## src/rtl/acc_tc_sat.sv

```systemverilog
// Signed stream accumulator: sums a programmed number of 32-bit two's-complement
// terms and hands out one saturated OW-bit result per run over valid/ready.
module acc_tc_sat #(
  parameter int OW = 16,
  parameter int LW = 16,
  parameter int AW = 48
) (
  input  logic          clk,
  input  logic          rst_n,
  input  logic          start,
  input  logic [LW-1:0] len,
  input  logic          in_valid,
  output logic          in_ready,
  input  logic [31:0]   in_data,
  output logic          out_valid,
  input  logic          out_ready,
  output logic [OW-1:0] out_data,
  output logic          out_sat,
  output logic          busy
);

  typedef enum logic [1:0] {
    IDLE  = 2'd0,
    ACCUM = 2'd1,
    HOLD  = 2'd2
  } state_t;

  // Output clip limits expressed at accumulator width so the compares are exact.
  localparam logic signed [AW-1:0] MAXV = {{(AW-OW+1){1'b0}}, {(OW-1){1'b1}}};
  localparam logic signed [AW-1:0] MINV = ~MAXV;

  state_t               state_r;
  logic signed [AW-1:0] acc_r;
  logic [LW-1:0]        cnt_r;
  logic [LW-1:0]        len_r;
  logic signed [AW-1:0] sum_s;
  logic [LW-1:0]        cnt_inc_s;
  logic                 beat_s;
  logic                 last_s;

  // Returns {clipped_flag, narrowed_value} for an accumulator-width sum.
  function automatic logic [OW:0] sat_fn(input logic signed [AW-1:0] s);
    logic [OW:0] r;
    if (s > MAXV) begin
      r = {1'b1, MAXV[OW-1:0]};
    end else if (s < MINV) begin
      r = {1'b1, MINV[OW-1:0]};
    end else begin
      r = {1'b0, s[OW-1:0]};
    end
    return r;
  endfunction

  // Next accumulator value and beat/last-beat qualifiers.
  always_comb begin
    sum_s     = acc_r + {{(AW-32){in_data[31]}}, in_data};
    cnt_inc_s = cnt_r + {{(LW-1){1'b0}}, 1'b1};
    beat_s    = in_valid & in_ready;
    last_s    = (cnt_inc_s == len_r);
  end

  // Control FSM, accumulator and registered handshake outputs.
  always_ff @(posedge clk) begin
    if (!rst_n) begin
      state_r   <= IDLE;
      acc_r     <= {AW{1'b0}};
      cnt_r     <= {LW{1'b0}};
      len_r     <= {LW{1'b0}};
      in_ready  <= 1'b0;
      out_valid <= 1'b0;
      out_data  <= {OW{1'b0}};
      out_sat   <= 1'b0;
      busy      <= 1'b0;
    end else begin
      case (state_r)
        IDLE: begin
          if (start) begin
            busy <= 1'b1;
            if (len != {LW{1'b0}}) begin
              len_r    <= len;
              acc_r    <= {AW{1'b0}};
              cnt_r    <= {LW{1'b0}};
              in_ready <= 1'b1;
              state_r  <= ACCUM;
            end else begin
              out_data  <= {OW{1'b0}};
              out_sat   <= 1'b0;
              out_valid <= 1'b1;
              state_r   <= HOLD;
            end
          end else begin
            busy <= 1'b0;
          end
        end
        ACCUM: begin
          if (beat_s) begin
            acc_r <= sum_s;
            cnt_r <= cnt_inc_s;
            if (last_s) begin
              {out_sat, out_data} <= sat_fn(sum_s);
              in_ready  <= 1'b0;
              out_valid <= 1'b1;
              state_r   <= HOLD;
            end else begin
              state_r <= ACCUM;
            end
          end else begin
            state_r <= ACCUM;
          end
        end
        HOLD: begin
          if (out_ready) begin
            out_valid <= 1'b0;
            busy      <= 1'b0;
            state_r   <= IDLE;
          end else begin
            state_r <= HOLD;
          end
        end
        default: begin
          state_r   <= IDLE;
          in_ready  <= 1'b0;
          out_valid <= 1'b0;
          busy      <= 1'b0;
        end
      endcase
    end
  end

endmodule

```

## config.mk

```make
export PLATFORM = sky130hd
export DESIGN_NAME = acc_tc_sat
export DESIGN_NICKNAME = d
export VERILOG_FILES = /design/src/rtl/acc_tc_sat.sv
export SDC_FILE = /design/constraint.sdc
export NUM_CORES = 1
export LEC_CHECK = 0
export ABC_CLOCK_PERIOD_IN_PS = 11110
export BUFFER_PORTS_ARGS = -buffer_cell sky130_fd_sc_hd__buf_2
export CAP_MARGIN = 10
export CORE_MARGIN = 2
export CORE_UTILIZATION = 65
export DETAILED_ROUTE_END_ITERATION = 8
export GPL_ROUTABILITY_DRIVEN = 0
export GPL_TIMING_DRIVEN = 0
export PLACE_DENSITY = 0.86
export SLEW_MARGIN = 20
export SYNTH_ARGS = -nofsm -noshare
export SYNTH_HDL_FRONTEND = slang
export SYNTH_SLANG_ARGS = --single-unit
```

## constraint.sdc

```tcl
create_clock -name clk -period 11.11 [get_ports clk]
set_input_delay 2.222 -clock clk [delete_from_list [all_inputs] [get_ports clk]]
set_output_delay 2.222 -clock clk [all_outputs]
set_load 0.02 [all_outputs]
```

==> flow_summary.ini <==
[sta]
tns_ns = 0
finalMaxSlewViolations = 0
fin_crit_sh = 0.601
post-route-min-period_ns = 6.68
hold_viol = 0
setup_viol = 0
worst_pin_slew_ns = 0.811
max_slew_margin = 0.459
finClkSkew_ns = 0.00921
fmax_ghz = 0.150
rsz0062_at_grt = false

[synthesis]
ys_ff_latch = 102
synth_cell_types = 75
syn-num-nets = 1181
synth_edf_count = 0
synth_area_um2 = 8170
syn_inst = 1079
ys_seq_area_frac = 0.250
async_flop_share = 0
syn_avg_cell_area_um2 = 7.57
ys.flop_type = dfxtp_1
yosys_warnings = 0

[critical_path]
crit_path_top_delay_cell = nor4_1
start_kind = input port
path_depth = 16
rr_worst_depth = 15
cp_cell_sequence = buf_2, ha_1, fa_1, a211oi_2, o211ai_1, a21oi_1, o211a_1, a211oi_1, or2_2, o311ai_1, nand2_1, nor4_1, a21oi_1, buf_2, a221oi_2, nor3b_2
cp.required_ns = 11.37
endpoint_kind = flop
cp.arrival_ns = 6.94
crit_buf_inv = 2
cp_slowest_stage_delay_ns = 0.62
crit_type = in -> reg
critPathMaxFanout = 10
critPathTopFamily = compound AO/OA/AOI/OAI gates

[grt]
grt_max_degree = 21
antenna_found_initial = 0
grt_pass1_vias = 8164
grt.total_usage = 0.363
grt_overflow_total = 0
grt_pass1_wl_um = 38700

[floorplan]
ios = 73
num_rows = 40
dieArea_um2 = 13500
start_util = 0.672
dieHeight_um = 116
core_um2 = 12200
die_w_um = 116

[route]
vias = 8646
drt_iter0_markers = 786
drt_drc_violations_left = 0
wl_per_cell_um = 17.9
finalWirelength_um = 23900
firstDrtPassIters = 6
final_antenna_net_count = 0
viasPerCell = 6.48

[finish]
nets = 1263
seq_area_um2 = 2040
drive_gt1_frac = 0.124
syn_to_final_growth_pct = 10.9
n_fill_cell = 970
diodes = 0
multi_input_area_um2 = 5790

[power]
power_w = 0.000912
p_leak_nw = 3.62
ir_drop_mv = 0.0887
power_density_nw_per_um2 = 101

[flow_run]
maxCapViolCount = 0

[clocking]
clk_path_buf_depth = 2
cts-resized-gates = 0
clock_latency_ns = 0.37
holdBufCountCts = 0
cts_setup_buffers = 0
cts_tree = built
cts.sinks = 102
clk_pin_slew_ns = 0.08
cts-htree-levels = 3
cts_buffers = 9
cts_root_buf = clkbuf_16

[worst_hold_path]
whs_path_depth = 2
hp-class = reg -> reg

[place]
io_buffer_count = 71
hpwl_um = 18200

[status]
status = finished, final reports clean
[cell type report]
type / instances / area share
inverters: 21 / 0.00870
clock inverters: 7 / 0.0105
multi-input cells: 893 / 0.639
clock buffers: 9 / 0.0249
plain buffers: 63 / 0.0289
well taps: 168 / 0.0232
flip-flops and latches: 102 / 0.225
repair buffers: 71 / 0.0392
[sequential cells by signal, indices dropped and copies added, names as in the netlist]
name	count
out_sat	1
out_valid	1
in_ready	1
state_r	2
len_r	16
acc_r	48
busy	1
out_data	16
cnt_r	16
[worst reg2reg max path, cell delays in order (launching register included)]
cell	delay, ns
dfxtp_1	0.33
ha_1	0.21
fa_1	0.44
a211oi_2	0.25
o211ai_1	0.13
a21oi_1	0.52
o211a_1	0.37
a211oi_1	0.17
or2_2	0.32
o311ai_1	0.51
nand2_1	0.10
nor4_1	0.62
a21oi_1	0.33
buf_2	0.30
a221oi_2	0.25
nor3b_2	0.08
[worst paths after layout]
check                                            from                        to  slack [ns]
worst max-delay path                       in_data[0]  out_data[1]$_SDFFE_PN0P_        4.43
worst min-delay path             out_sat$_SDFFE_PN0P_      out_sat$_SDFFE_PN0P_        0.46
worst max register to register  acc_r[0]$_SDFFE_PN0P_  out_data[1]$_SDFFE_PN0P_        6.08
worst min register to register   out_sat$_SDFFE_PN0P_      out_sat$_SDFFE_PN0P_        0.46
[where the power goes]
group / internal, W / leakage, nW / switching (W)
sequential: 0.000374 / 0.825 / 0.00000682
combinational: 0.0000637 / 2.64 / 0.000120
clock: 0.000182 / 0.157 / 0.000166
[logic make-up after synthesis]
family | synth area share
xor+xnor | 0.0568
flops | 0.250
simple gates | 0.271
compound gates | 0.302
fa+ha+maj | 0.0760
mux | 0.00260
buf+inv | 0.0417
[metal layers]
layer  wire [um]  vias up  global-route usage
li1            -     4130                   -
met1        9900     4005               0.473
met2       10800      429               0.575
met3        2110       82              0.0752
met4        1110        0               0.176
met5           0        -                   0
[cells in the final DEF, fill, tap and decap left out, drive strengths merged, types with 6 or more instances in the layout]
cell type	Yosys	routed
nand2	135	135
dfxtp	102	102
a21oi	97	97
buf	15	86
o21ai	80	80
nor2	67	67
clkbuf	48	57
ha	48	48
nor2b	42	42
xnor2	34	34
a22oi	34	34
and2	31	31
nand3	28	28
nand4	27	27
a21boi	25	25
a21o	25	25
inv	21	25
nor3	23	23
xor2	19	19
a221oi	19	19
nor3b	17	17
o211ai	14	14
nor4	13	13
and3	12	12
o21bai	11	11
a211oi	11	11
or3	10	10
o21a	7	7
nand2b	6	6
or4	6	6
[cells in the mapped netlist, types with 27 or more instances]
| cell | count | share of area |
|---|---|---|
| nand2_1 | 134 | 0.062 |
| a21oi_1 | 91 | 0.056 |
| nand3_1 | 28 | 0.017 |
| nor2b_1 | 42 | 0.032 |
| nor2_1 | 66 | 0.030 |
| ha_1 | 48 | 0.074 |
| clkbuf_1 | 48 | 0.022 |
| dfxtp_1 | 102 | 0.25 |
| a22oi_1 | 34 | 0.031 |
| xnor2_1 | 34 | 0.036 |
| nand4_1 | 27 | 0.021 |
| o21ai_0 | 72 | 0.044 |
| and2_1 | 31 | 0.024 |
[per-stage QoR]
| stage | util | cells | setup slack (ns) | hold WS [ns] | cell area (um2) |
|---|---|---|---|---|---|
| global placement | 0.718 | 1318 | 4.31 | 0.451 | 8730 |
| finish | 0.745 | 1334 | 4.43 | 0.457 | 9060 |
| CTS | 0.745 | 1334 | 4.59 | 0.455 | 9060 |
| detailed placement | 0.719 | 1318 | 4.24 | 0.444 | 8740 |
| floorplan | - | 1079 | 5.45 | 0.445 | 8170 |
| global route | 0.745 | 1334 | 4.06 | 0.494 | 9060 |
No activity file was read; power rests on OpenSTA's default activity.
